### config.mk
export PLATFORM = sky130hd
export DESIGN_NAME = pwm_capture
export DESIGN_NICKNAME = d
export VERILOG_FILES = /design/src/rtl/pwm_capture.sv
export SDC_FILE = /design/constraint.sdc
export NUM_CORES = 1
export LEC_CHECK = 0
export BUFFER_PORTS_ARGS = -buffer_cell sky130_fd_sc_hd__buf_2
export CORE_MARGIN = 1
export CORE_UTILIZATION = 60
export CTS_BUF_LIST = sky130_fd_sc_hd__clkbuf_16
export CTS_CLUSTER_DIAMETER = 50
export DETAILED_ROUTE_END_ITERATION = 6
export PLACE_DENSITY = 0.79
export SETUP_SLACK_MARGIN = 0.2
export SYNTH_ARGS = -nofsm -noshare
export SYNTH_HDL_FRONTEND = slang
export SYNTH_SLANG_ARGS = --single-unit
### constraint.sdc
create_clock -name clk -period 2.8 [get_ports clk]
set_input_delay 0.56 -clock clk [delete_from_list [all_inputs] [get_ports clk]]
set_output_delay 0.56 -clock clk [all_outputs]
set_load 0.05 [all_outputs]
### src/rtl/pwm_capture.sv
// pwm_capture: receive-side PWM decoder.
// Measures the high time and the period between successive rising edges of an
// asynchronous PWM input and reports an 8-bit pulse-width code. A missing edge
// for TIMEOUT cycles reports the stuck level as 8'hFF (high) or 8'h00 (low).
// Optional build macro PWM_CAPTURE_GLITCH_FILTER_EN inserts a 3-sample stability
// filter ahead of edge detection so that pulses shorter than 3 cycles are ignored.
module pwm_capture #(
   parameter int PERIOD     = 256,
   parameter int PERIOD_TOL = 2,
   parameter int TIMEOUT    = 512
) (
   input  logic       clk,
   input  logic       rst,
   input  logic       pulse_in,
   output logic [7:0] width_out,
   output logic       valid,
   output logic       locked,
   output logic       period_err
);

   localparam int CW = $clog2(TIMEOUT + 1);
   localparam logic [CW-1:0]        TMAX  = CW'(TIMEOUT);
   localparam logic [CW-1:0]        ONE   = CW'(1);
   localparam logic [CW-1:0]        H_MAX = CW'(256);
   localparam logic signed [CW+1:0] PER_S = (CW+2)'(PERIOD);
   localparam logic signed [CW+1:0] TOL_S = (CW+2)'(PERIOD_TOL);

   typedef enum logic [1:0] {IDLE, MEASURE, STUCK} state_t;

   // Saturating increment: counters stop at TIMEOUT and never wrap.
   function automatic logic [CW-1:0] inc_sat(input logic [CW-1:0] c);
      if (c == TMAX) return c;
      else           return c + ONE;
   endfunction

   // Period acceptance window PERIOD +/- PERIOD_TOL, both ends inclusive.
   function automatic logic in_tol(input logic [CW-1:0] p);
      logic signed [CW+1:0] d;
      d = $signed({2'b00, p}) - PER_S;
      return (d <= TOL_S) && (d >= -TOL_S);
   endfunction

   // High count 1..256 maps to code 0..255; longer highs clamp to full scale.
   function automatic logic [7:0] sat_code(input logic [CW-1:0] h);
      if (h > H_MAX) return 8'hFF;
      else           return 8'(h - ONE);
   endfunction

   logic meta_q, ps_q;
   logic lvl, lvl_prev, rise, fall;

   // Two-flop synchronizer for the asynchronous PWM input.
   always_ff @(posedge clk or posedge rst) begin
      if (rst) begin
         meta_q <= 1'b0;
         ps_q   <= 1'b0;
      end else begin
         meta_q <= pulse_in;
         ps_q   <= meta_q;
      end
   end

`ifdef PWM_CAPTURE_GLITCH_FILTER_EN
   logic       filt_q, filt_d;
   logic [1:0] stab_q, stab_d;

   // Stability filter: adopt the synchronized level after 3 consecutive differing samples.
   always_comb begin
      filt_d = filt_q;
      stab_d = 2'd0;
      if (ps_q != filt_q) begin
         if (stab_q == 2'd2) filt_d = ps_q;
         else                stab_d = stab_q + 2'd1;
      end
   end

   // Filter state registers.
   always_ff @(posedge clk or posedge rst) begin
      if (rst) begin
         filt_q <= 1'b0;
         stab_q <= 2'd0;
      end else begin
         filt_q <= filt_d;
         stab_q <= stab_d;
      end
   end

   // Edges are taken from the filter decision itself, so each edge is delayed by 2 cycles.
   assign lvl      = filt_d;
   assign lvl_prev = filt_q;
`else
   logic ps_dly_q;

   // One-cycle delayed copy of the synchronized level for edge detection.
   always_ff @(posedge clk or posedge rst) begin
      if (rst) ps_dly_q <= 1'b0;
      else     ps_dly_q <= ps_q;
   end

   assign lvl      = ps_q;
   assign lvl_prev = ps_dly_q;
`endif

   assign rise = lvl & ~lvl_prev;
   assign fall = ~lvl & lvl_prev;

   state_t          state_q, state_d;
   logic [CW-1:0]   period_q, period_d;
   logic [CW-1:0]   high_q, high_d;
   logic [7:0]      width_q, width_d;
   logic            valid_q, valid_d;
   logic            locked_q, locked_d;
   logic            perr_q, perr_d;

   // Next-state, counter and output decode; a rise always wins over a timeout.
   always_comb begin
      state_d  = state_q;
      period_d = inc_sat(period_q);
      high_d   = high_q;
      width_d  = width_q;
      valid_d  = 1'b0;
      locked_d = locked_q;
      perr_d   = 1'b0;
      case (state_q)
         IDLE: begin
            if (rise) begin
               period_d = ONE;
               high_d   = ONE;
               state_d  = MEASURE;
            end else if (period_q == TMAX) begin
               state_d  = STUCK;
               width_d  = lvl ? 8'hFF : 8'h00;
               valid_d  = 1'b1;
               locked_d = 1'b0;
            end
         end
         MEASURE: begin
            if (lvl) high_d = inc_sat(high_q);
            if (rise) begin
               if (in_tol(period_q)) begin
                  width_d  = sat_code(high_q);
                  valid_d  = 1'b1;
                  locked_d = 1'b1;
               end else begin
                  perr_d   = 1'b1;
                  locked_d = 1'b0;
               end
               period_d = ONE;
               high_d   = ONE;
            end else if (period_q == TMAX) begin
               state_d  = STUCK;
               width_d  = lvl ? 8'hFF : 8'h00;
               valid_d  = 1'b1;
               locked_d = 1'b0;
            end
         end
         STUCK: begin
            if (rise) begin
               period_d = ONE;
               high_d   = ONE;
               state_d  = MEASURE;
            end else if (fall) begin
               period_d = ONE;
               state_d  = IDLE;
            end
         end
         default: state_d = IDLE;
      endcase
   end

   // State, counter and output registers; reset discards any partial measurement.
   always_ff @(posedge clk or posedge rst) begin
      if (rst) begin
         state_q  <= IDLE;
         period_q <= '0;
         high_q   <= '0;
         width_q  <= 8'h00;
         valid_q  <= 1'b0;
         locked_q <= 1'b0;
         perr_q   <= 1'b0;
      end else begin
         state_q  <= state_d;
         period_q <= period_d;
         high_q   <= high_d;
         width_q  <= width_d;
         valid_q  <= valid_d;
         locked_q <= locked_d;
         perr_q   <= perr_d;
      end
   end

   assign width_out  = width_q;
   assign valid      = valid_q;
   assign locked     = locked_q;
   assign period_err = perr_q;

endmodule

==> out/results.txt <==
Crit path time final - 2.394 ns
CTS Root Cell - clkbuf_16
Peak supply drop - 453.1 uV
Starting Density - 0.6336
DRC - 0
CTS buffer count - 5
CTS resizes - 0
CTS tree - yes
Largest net degree at the start of global routing - 37
Hold path start - meta_q$_DFF_PP0_
R2R Path End - width_out[7]$_DFFE_PP0P_
Synth Register Bits - 36
Worst Path Required - 2.96 ns
WS Path Type - reg -> reg
Setup ws final - 0.4064 ns
Area leader, netlist - dfrtp_1
Final HPWL from detailed placement - 2854 um
# rows - 21
Area contributors post-synth - dfrtp_1 (42%), ha_1 (6.5%), nor2_1 (3.7%)
Slack of the worst reg-to-reg path - 0.41 ns
Vias in the first global route - 1476
Die ar. - 3793 um2
Number of synthesized flops with an enable pin - 0
H-tree Lvls - 2
Crit path arrival time - 2.55 ns
Max_cap viols - 0
WL/cell - 13.91 um
Die X-Extent - 61.59 um
Final period utilization - 0.8549
Gpl congestion - 0.8580
CP Capture Type - flop
Detailed Route Iter0 Violations - 126
Sequential share of the synthesized area - 0.4228
Synth Instances - 223
Syn Std Cell Area - 2131 um2
I/O pin cnt - 14
Syn avg cell area - 9.555 um2
Unrepaired setup endpoints after global routing - no
DR pass1 iterations - 5
Hold Path End - lvl$_DFF_PP0_
CP Max Fanout - 11
Deepest clock path buffer count - 2
I/O Buffers - 13
Layout cells sized above 1 - 0.1529
DR vias - 1684
Worst setup path startpoint - lvl$_DFF_PP0_
Path depth of the worst reg2reg path - 6
Clock sink total - 36
Worst Hold Depth - 0
Setup TNS - 0 ns
R2r startpoint - lvl$_DFF_PP0_
Synth Net Count - 237
Yosys warns - 0
# nets final - 255
Top_reg_cell synth - dfrtp_1
Worst Hold Class - reg -> reg
Max Fclk - 417.8 MHz
Power Density - 830.6 nW/um2
Area grow syn2layout - 12.10%
Core area - 3363 um2
Clock Pin Slew Worst Setup and Hold Paths - 0.05 ns
Global-route wire length before repair - 6734 um
Post-cts hold buffer count - 0
Fraction of registers with async set/reset - 1.000
Top post-synthesis cells by count - dfrtp_1 (36), nor2_1 (21), nand2_1 (20)
Library cells used by synthesis - 48
# setup viols final - 0
Top-area cell type share of the netlist area - 0.4228
Startpoint Class - flop
DIE HEIGHT - 61.59 um
Relative slew margins - 0.5143
Ant diodes - 0
Status - finished clean
Antenna violations before repair - 0
Final ANT Viol Nets - 0
Top-count cell post-synth - dfrtp_1
Clock skew - 0.004985 ns
Hold Vio Cnt, Final - 0
Overall routing resource usage - 0.2447
Worst-margin pin slew - 0.7102 ns
Pre-CTS WS - 0.4261 ns
Vias per cell - 5.847
Max Slew Vio Count - 0
Setup Buffers After CTS - 0
Remaining Overflow, GRT - 0
Worst skew pair latency - 0.27 ns
WL final - 4006 um
Pleak - 0.001096 uW
[logic make-up (layout without fill, tap and decap cells)]
group                    after synthesis  in the layout  synth area share
flip-flops                            36             36            0.4228
AND/OR/NAND/NOR                       83             83            0.2038
XOR/XNOR                              14             14           0.05755
buffers and inverters                 21             40           0.04463
adder cells (fa/ha/maj)               11             11           0.06459
AO/OA/AOI/OAI                         58             58            0.2067
[state kept, by name, summed over array words and instances, names as in the netlist]
name        flops
high_q         10
period_q       10
width_out       8
state_q         2
locked          1
lvl             1
lvl_prev        1
meta_q          1
period_err      1
valid           1
[layout make-up]
type,count,area (um2)
fillers,255,974.7
clock buffers,5,125.1
multi-input cells,166,1135
repair buffers,19,110.1
flip-flops and latches,36,900.9
clock inverters,3,11.26
well taps,46,57.56
inverters,13,48.80
[per-layer routing]
metal / wire, um / global-route usage / up-vias
li1: - / - / 836
met1: 2025 / 0.3484 / 794
met2: 1749 / 0.3687 / 48
met3: 179 / 0.05672 / 6
met4: 51 / 0.07937 / 0
met5: 0 / 0 / -
[critical path, stage by stage, from the launching register on]
cell and delay [ns]:
dfrtp_1 0.42, ha_1 0.39, or4bb_4 0.54, nor4_1 0.32, nand3_1 0.14, a31o_2 0.26, a22o_1 0.22
[power breakdown]
| part | internal (uW) | leakage (uW) | switching (uW) |
|---|---|---|---|
| registers | 627 | 0.000456 | 118 |
| logic | 271 | 0.000566 | 460 |
| clock network | 319 | 0.0000738 | 188 |
| total | 1220 | 0.00110 | 766 |
[stage by stage]
step / utilization / instance area (um2) / hold slack [ns] / power, uW / std cells
after CTS: 0.7102 / 2389 / 0.3576 / 1997 / 288
after detailed placement: 0.6696 / 2252 / 0.3457 / 1479 / 280
final: 0.7102 / 2389 / 0.3514 / 1984 / 288
after floorplan: - / 2131 / 0.3312 / 1334 / 223
after global placement: 0.6696 / 2252 / 0.3434 / 1475 / 280
after global routing: 0.7102 / 2389 / 0.3648 / 2122 / 288
[cells in the final DEF (no fill, tap or decap), types with 5 or more instances in the layout]
master	Yosys	routed
clkbuf_16	0	5
a22o_1	6	6
dfrtp_1	36	36
nand3_1	13	13
buf_2	1	13
a21oi_1	11	11
xor2_1	7	7
xnor2_1	7	7
buf_4	0	6
inv_1	13	15
ha_1	11	11
nor2_1	21	21
nand2_1	20	20
o21ai_0	11	11
a21o_1	5	5
[worst max path at each step]
| stage | end | slack (ns) | depth (start not counted) |
|---|---|---|---|
| floorplan | width_out[3]$_DFFE_PP0P_ | 0.69 | 6 |
| global placement | width_out[5]$_DFFE_PP0P_ | 0.46 | 7 |
| detailed placement | width_out[7]$_DFFE_PP0P_ | 0.43 | 6 |
| CTS | width_out[7]$_DFFE_PP0P_ | 0.42 | 6 |
| global route | width_out[7]$_DFFE_PP0P_ | 0.21 | 6 |
| finish | width_out[7]$_DFFE_PP0P_ | 0.41 | 6 |
No activity file was read; power rests on OpenSTA's default activity.
